File: src/rtl/reg_wb_arbiter.sv
// Register-file writeback arbiter: one single-entry buffer per requester (ALU, MEM),
// oldest-first grant with MEM winning ties, and pending-write hazard flags for decode.
module reg_wb_arbiter (
    input  logic        clk_50MHz,
    input  logic        rst,
    input  logic        alu_valid,
    output logic        alu_ready,
    input  logic [2:0]  alu_op,
    input  logic [2:0]  alu_addr,
    input  logic [15:0] alu_data,
    input  logic        mem_valid,
    output logic        mem_ready,
    input  logic [2:0]  mem_op,
    input  logic [2:0]  mem_addr,
    input  logic [15:0] mem_data,
    output logic [2:0]  reg_op,
    output logic [2:0]  wb_addr,
    output logic [15:0] wb_data,
    input  logic [2:0]  A_addr,
    input  logic [2:0]  B_addr,
    output logic        hz_A,
    output logic        hz_B,
    output logic        hz_T,
    output logic        hz_SP,
    output logic        hz_IH,
    output logic        hz_RA
);

    localparam int MEM = 0;
    localparam int ALU = 1;

    localparam logic [2:0] OP_NOP = 3'b000;
    localparam logic [2:0] OP_REG = 3'b001;
    localparam logic [2:0] OP_T   = 3'b010;
    localparam logic [2:0] OP_SP  = 3'b011;
    localparam logic [2:0] OP_IH  = 3'b100;
    localparam logic [2:0] OP_RA  = 3'b101;

    // Requester-indexed views of the two input ports.
    logic [1:0]  in_valid;
    logic [2:0]  in_op   [2];
    logic [2:0]  in_addr [2];
    logic [15:0] in_data [2];

    // Buffer state. age_reg[i]=1 means entry i is strictly older than the other valid entry.
    logic [1:0]  valid_reg;
    logic [1:0]  age_reg;
    logic [2:0]  op_reg   [2];
    logic [2:0]  addr_reg [2];
    logic [15:0] data_reg [2];

    logic [1:0] grant;
    logic [1:0] ready;
    logic [1:0] load;
    logic [1:0] keep;
    logic [1:0] valid_next;
    logic [1:0] age_next;

    function automatic logic is_write(input logic [2:0] op);
        return (op >= OP_REG) && (op <= OP_RA);
    endfunction

    assign in_valid      = {alu_valid, mem_valid};
    assign in_op[MEM]    = mem_op;
    assign in_op[ALU]    = alu_op;
    assign in_addr[MEM]  = mem_addr;
    assign in_addr[ALU]  = alu_addr;
    assign in_data[MEM]  = mem_data;
    assign in_data[ALU]  = alu_data;

    // Oldest valid entry wins; entries captured on the same edge carry no age, so MEM wins.
    always_comb begin
        grant = 2'b00;
        if (valid_reg[MEM] && valid_reg[ALU]) begin
            if (age_reg[ALU]) begin
                grant[ALU] = 1'b1;
            end else begin
                grant[MEM] = 1'b1;
            end
        end else if (valid_reg[MEM]) begin
            grant[MEM] = 1'b1;
        end else if (valid_reg[ALU]) begin
            grant[ALU] = 1'b1;
        end
    end

    always_comb begin
        ready      = 2'b00;
        load       = 2'b00;
        keep       = 2'b00;
        valid_next = 2'b00;
        for (int i = 0; i < 2; i++) begin
            ready[i]      = !valid_reg[i] || grant[i];
            load[i]       = in_valid[i] && ready[i] && is_write(in_op[i]);
            keep[i]       = valid_reg[i] && !grant[i];
            valid_next[i] = load[i] || keep[i];
        end
        // A held entry becomes the older one when the other buffer takes a fresh entry.
        age_next[MEM] = keep[MEM] && (load[ALU] || (keep[ALU] && age_reg[MEM]));
        age_next[ALU] = keep[ALU] && (load[MEM] || (keep[MEM] && age_reg[ALU]));
    end

    always_ff @(posedge clk_50MHz or negedge rst) begin
        if (!rst) begin
            valid_reg <= 2'b00;
            age_reg   <= 2'b00;
        end else begin
            valid_reg <= valid_next;
            age_reg   <= age_next;
        end
    end

    // Payload needs no reset: it is only observed through valid_reg.
    always_ff @(posedge clk_50MHz) begin
        for (int i = 0; i < 2; i++) begin
            if (load[i]) begin
                op_reg[i]   <= in_op[i];
                addr_reg[i] <= in_addr[i];
                data_reg[i] <= in_data[i];
            end
        end
    end

    assign alu_ready = ready[ALU];
    assign mem_ready = ready[MEM];

    always_comb begin
        reg_op  = OP_NOP;
        wb_addr = 3'd0;
        wb_data = 16'd0;
        if (grant[ALU]) begin
            reg_op  = op_reg[ALU];
            wb_addr = addr_reg[ALU];
            wb_data = data_reg[ALU];
        end else if (grant[MEM]) begin
            reg_op  = op_reg[MEM];
            wb_addr = addr_reg[MEM];
            wb_data = data_reg[MEM];
        end
    end

    // Hazards cover every held entry, including the one being written this cycle.
    always_comb begin
        hz_A  = 1'b0;
        hz_B  = 1'b0;
        hz_T  = 1'b0;
        hz_SP = 1'b0;
        hz_IH = 1'b0;
        hz_RA = 1'b0;
        for (int i = 0; i < 2; i++) begin
            if (valid_reg[i]) begin
                if (op_reg[i] == OP_REG && addr_reg[i] == A_addr) hz_A = 1'b1;
                if (op_reg[i] == OP_REG && addr_reg[i] == B_addr) hz_B = 1'b1;
                if (op_reg[i] == OP_T)  hz_T  = 1'b1;
                if (op_reg[i] == OP_SP) hz_SP = 1'b1;
                if (op_reg[i] == OP_IH) hz_IH = 1'b1;
                if (op_reg[i] == OP_RA) hz_RA = 1'b1;
            end
        end
    end

endmodule
File: config.mk
export PLATFORM = sky130hd
export DESIGN_NAME = reg_wb_arbiter
export DESIGN_NICKNAME = d
export VERILOG_FILES = /design/src/rtl/reg_wb_arbiter.sv
export SDC_FILE = /design/constraint.sdc
export NUM_CORES = 1
export LEC_CHECK = 0
export BUFFER_PORTS_ARGS = -buffer_cell sky130_fd_sc_hd__clkbuf_2
export CORE_ASPECT_RATIO = 0.8
export CORE_MARGIN = 2
export CORE_UTILIZATION = 50
export CTS_BUF_LIST = sky130_fd_sc_hd__clkbuf_8 sky130_fd_sc_hd__clkbuf_16
export DETAILED_ROUTE_END_ITERATION = 7
export GPL_TIMING_DRIVEN = 0
export MAX_ROUTING_LAYER = met4
export PLACE_DENSITY = 0.87
export SYNTH_ARGS = -nofsm -noshare
export SYNTH_HDL_FRONTEND = slang
export SYNTH_SLANG_ARGS = --single-unit
File: constraint.sdc
create_clock -name clk_50MHz -period 6.74 [get_ports clk_50MHz]
set_clock_uncertainty 0.2 [all_clocks]
set_input_delay 1.685 -clock clk_50MHz [delete_from_list [all_inputs] [get_ports clk_50MHz]]
set_output_delay 1.685 -clock clk_50MHz [all_outputs]
set_load 0.01 [all_outputs]
Word level (Yosys, flattened, before mapping) --
Memory sizes are Yosys's and may differ from the RTL's. Index checks and enable logic that the tools add are counted.
Word-level totals: register bits after elaboration 4, bits in latches 0, bits in writable memories 44, ROM bits 0, output and inout port bits 30, memories 3
Cells by class: $add $sub $neg 0, multiply operators 0, divide/modulo/power cells 0, order comparisons 4, eq/ne operators 14, shift-type cells 0, mux-type cells 40, bitwise logic cells 0, reduce and logical (&&, ||, !) cells 27
Memory list:
- data_reg | words 2, bits a word 16, read ports 2, clocked after memory_dff 0, wr ports 2, RTL line 50 | logic [15:0] data_reg [2];
- addr_reg | words 2, bits a word 3, read ports 2, clocked after memory_dff 0, wr ports 2, RTL line 49 | logic [2:0] addr_reg [2];
- op_reg | words 2, bits a word 3, read ports 2, clocked after memory_dff 0, wr ports 2, RTL line 48 | logic [2:0] op_reg [2];
Operators with widths (number):
- 2-to-1 mux 1 bit | 33
- 2-to-1 mux 16 bit | 2
- logical AND 1 bit | 17
- equality test 3 x 2 -> 1 bit (second input constant) | 4
- equality test 3 bit | 4
- equality test 3 bit (second input constant) | 4
- 2-to-1 mux 3 bit | 4
- equality test 3 x 1 -> 1 bit (second input constant) | 2
- >= comparator 3 x 1 -> 1 bit (second input constant) | 2
- <= comparator 3 bit (second input constant) | 2
- logical OR 1 bit | 6
- zero test 1 bit | 4
- 2-to-1 mux 2 bit | 1

Logic depth before layout (Yosys ltp) --
depth in word-level cells 8, gate-level depth with buffers 4, gate-level depth less buffers 3

Worst setup path before layout --
Ideal clock, no wire load.
path kind input port to output port, from input B_addr[2], to output hz_B, arrival time 2.229 ns, required time 4.855 ns, slack 2.626 ns, stages on the path 2, buffers on the path 0, cells stage by stage xor2_1 -> o41ai_2
Between the ends: word-level cells in the longest chain between the ends 6, elaborated cells between the ends (all ways) 8, those cells by class eq/ne: 2; mux: 4; reduce/logical: 2
Ends and longest elaborated chain:
- start: declaration | RTL line 20 | input logic [2:0] B_addr,
- equality test 3 bit | RTL line 153 | if (op_reg[i] == OP_REG && addr_reg[i] == B_addr) hz_B = 1'b1;
- logical AND 1 bit | RTL line 153
- 2-to-1 mux 1 bit | RTL line 153
- 2-to-1 mux 1 bit | RTL line 151 | if (valid_reg[i]) begin
- 2-to-1 mux 1 bit | RTL line 153
- 2-to-1 mux 1 bit (*) | RTL line 151
- end: declaration | RTL line 22 | output logic hz_B,
Every way passes the cells marked *; elsewhere a longest branch is shown, timed or not.

Worst setup path in the final report --
Same ends and word-level chain as after synthesis.

==> key figures <==
Outcome
  • Status: finished, final reports clean

Logic synthesis
  • Mapped Cells: 119
  • Top cell type's share of synthesized area: 68.3%
  • Post-synth top cells: edfxtp_1, a22o_1, xnor2_1, nand2_1
  • Dominant cell type by area after synthesis: edfxtp_1
  • Synth Flop Type: edfxtp_1
  • Register bit total from synthesis: 47
  • Post-synth cell types: 25
  • Yosys warns: 0
  • Cell area after synthesis: about 1900 um^2
  • Cell with the most instances after synthesis: edfxtp_1
  • Register area share after synthesis: about 72%
  • Syn Area/Cell: 16.2 um^2
  • Async S/R FF share, synth: 6.38%
  • EDFF count, synth: between 40 and 50
  • Top cells by area, synth: edfxtp_1, a22o_1, dfrtp_1, xnor2_1, xor2_1
  • Mapped Nets: 173

Finish
  • N_diodes: 0
  • Final net count: 265
  • Non-filler instance count after layout: 256
  • P&R area growth vs syn: 30.8%
  • Design area: 2530 um^2
  • Layout cells sized above 1: a little under 50%
  • Max reg flops: 32
  • Fillers: 279

STA
  • Fmax: 233 MHz
  • Unrepaired setup endpoints after global routing: false
  • Crit share post-route: 63.8%
  • Final setup fails: 0
  • Worst-Margin Slew: slightly above 0.6 ns
  • Fin. Hold Viols: 0
  • Post-layout minimum cycle time: 4.30 ns
  • Setup tns final: 0 ns
  • Worst rel slew slack: 58.4%
  • Worst hold slack: 0.422 ns
  • Slew Limit Fails: 0

Setup path
  • Worst Path Required: 4.86 ns
  • Crit path max-delay family: compound AO/OA/AOI/OAI gates
  • FF-to-FF path depth: 3
  • CP Launch Type: primary input
  • WS Path Type: in -> out
  • Max FO, Critical Path: 2
  • CP Cell Sequence: clkbuf_2 > xor2_1 > o41ai_2 > clkbuf_2
  • Crit Reg-Reg Endpoint: data_reg[0][3]
  • Worst Path Arrival: between 2 and 2.5 ns
  • Worst path most repeated cell: clkbuf_2
  • R2r startpoint: valid_reg[1]
  • CP endpoint kind: output pin
  • Max incr delay on CP: 0.31 ns
  • Buf+Inv Stages, Crit Path: 2
  • Worst R2R Setup Slack: about 4.9 ns
  • Worst path slowest cell: o41ai_2

Die
  • Core area: 3750 um^2
  • # rows: 20
  • Die height: about 60 um
  • DIE AREA: 4380 um^2
  • I/O pin cnt: 84
  • Starting Density: 51.5%
  • Die width: 73.5 um

Routing
  • Routed wire length: 3.75 mm
  • Routed vias/inst: between 5 and 6
  • DR pass1 iterations: 4
  • # DRC: 0
  • Drt wl/cell: 14.7 um
  • Vias post-DR: 1333
  • Post-DRT Antenna Nets: 0
  • 1st-iter DRT viols: 97

CTS
  • Clk_lat worst skew: 0.29 ns
  • Hold_buf cts: 0
  • Clock sinks: 47
  • Buffers inserted by post-CTS timing repair: 0
  • Clock Path Buffers: 2
  • CTS tree: yes
  • Max H-tree Level: 2
  • Clk slew on worst S/H paths: about 0.080 ns
  • # resized after CTS: 0
  • CTS buffer count: 5
  • Clock root cell: clkbuf_8

Worst hold path
  • Hold/Removal Path Class: reg -> reg
  • Hold path cells: 2
  • Worst hold start: age_reg[1]
  • Hold Crit Endpoint: valid_reg[0]

Placement
  • Input/output buffers: 83
  • Final Wtd Congestion: 0.875
  • Cell Area, Placed: 2440 um^2
  • Dpl hpwl: 2.86 mm
  • Placed Cells: 248

Global routing
  • Gr ovfl total: 0
  • Vias in the first global route: between 1000 and 1500
  • Gr usage total: 19.6%
  • First-pass GRT wire length: 5.89 mm
  • Antenna violations before repair: 0
  • Largest net degree at the start of global routing: 16

Run
  • Max Cap Viol: 0

Power
  • Leak: 1.09 nW
  • P per Cell Area: 240 nW/um^2
  • Combinational fraction of design power: 15.4%
  • Sequential power share: 57.6%
  • Clock network power share: a little over a quarter
  • Switching Fraction: between 20% and 30%
  • Sw Pwr: 149 uW
  • Cell Int Power: ~460 uW
  • Maximum VDD drop: 0.176 mV
-- layout by cell type (no fill, tap or decap), drive strengths merged --
cell type | synthesis | routed
buf | 4 | 6
nor4bb | 1 | 1
nor2 | 1 | 1
nand2 | 7 | 7
nand3b | 1 | 1
a21boi | 2 | 2
nand2b | 2 | 2
clkinv | 0 | 2
o41ai | 1 | 1
edfxtp | 44 | 44
nand3 | 4 | 4
nand4 | 2 | 2
xnor2 | 8 | 8
clkbuf | 0 | 88
or2b | 1 | 1
or3 | 3 | 3
dfrtp | 3 | 3
a22o | 22 | 22
xor2 | 4 | 4
nor2b | 2 | 2
o22ai | 2 | 2
o31ai | 1 | 1
o32ai | 2 | 2
inv | 2 | 3
-- layout make-up --
type	instances	area, um^2	area share [%]
tap	44	55.1	2.18
multi-input combinational	66	514	20.3
timing repair buffer	85	445	17.6
clock buffer	5	68.8	2.72
inverter	2	7.51	0.297
clock inverter	3	21.3	0.841
buffer	4	20.0	0.792
sequential	47	1400	55.2
-- per-stage QoR --
stage | worst slack [ns] | power [mW] | utilization (%)
3_3_place_gp | 2.43 | 0.446 | 64.0
3_5_place_dp | 2.43 | 0.451 | 65.0
2_1_floorplan | 2.63 | 0.404 | -
4_1_cts | 2.43 | 0.612 | 67.4
5_1_grt | 2.38 | 0.635 | 67.4
6_report | 2.44 | 0.607 | 67.4
-- metal layers --
layer / wire (um) / vias up / share of wire, % / track usage, %
met1: 1710 / 611 / 46 / 26.0
met2: 1710 / 63 / 46 / 28.7
met5: 0 / - / 0 / -
li1: - / 657 / - / -
met4: 14 / 0 / 0.37 / 4.68
met3: 315 / 2 / 8.4 / 7.99
-- tightest hold or removal path: cells and delay by family (launching register included) --
kind,cells,cell delay [ns]
DFF,1,0.39
and+or+nand+nor,2,0.20
-- cells by family (layout without fill, tap and decap cells) --
logic type             after synthesis  in the layout  synth area share (%)
flip-flops                          47             47                  72.2
AO/OA/AOI/OAI                       30             30                  13.7
AND/OR/NAND/NOR                     24             24                  7.18
XOR/XNOR                            12             12                  5.44
buffers and inverters                6             99                  1.42
-- worst max path at each step --
stage / depth (start not counted) / endpoint / slack [ns] / from
4_1_cts: 4 / hz_B / 2.43 / B_addr[2]
5_1_grt: 4 / hz_B / 2.38 / B_addr[2]
2_1_floorplan: 2 / hz_B / 2.63 / B_addr[2]
3_3_place_gp: 4 / hz_B / 2.43 / B_addr[2]
3_5_place_dp: 4 / hz_B / 2.43 / B_addr[2]
6_report: 4 / hz_B / 2.44 / B_addr[2]
-- power by group through the flow --
stage	combinational, mW	clock [mW]	sequential (mW)
global placement	0.0896	0	0.356
finish	0.0934	0.164	0.349
CTS	0.0947	0.167	0.350
detailed placement	0.0945	0	0.356
global route	0.103	0.181	0.352
floorplan	0.0491	0	0.354
Power figures use the tool's default switching activity.
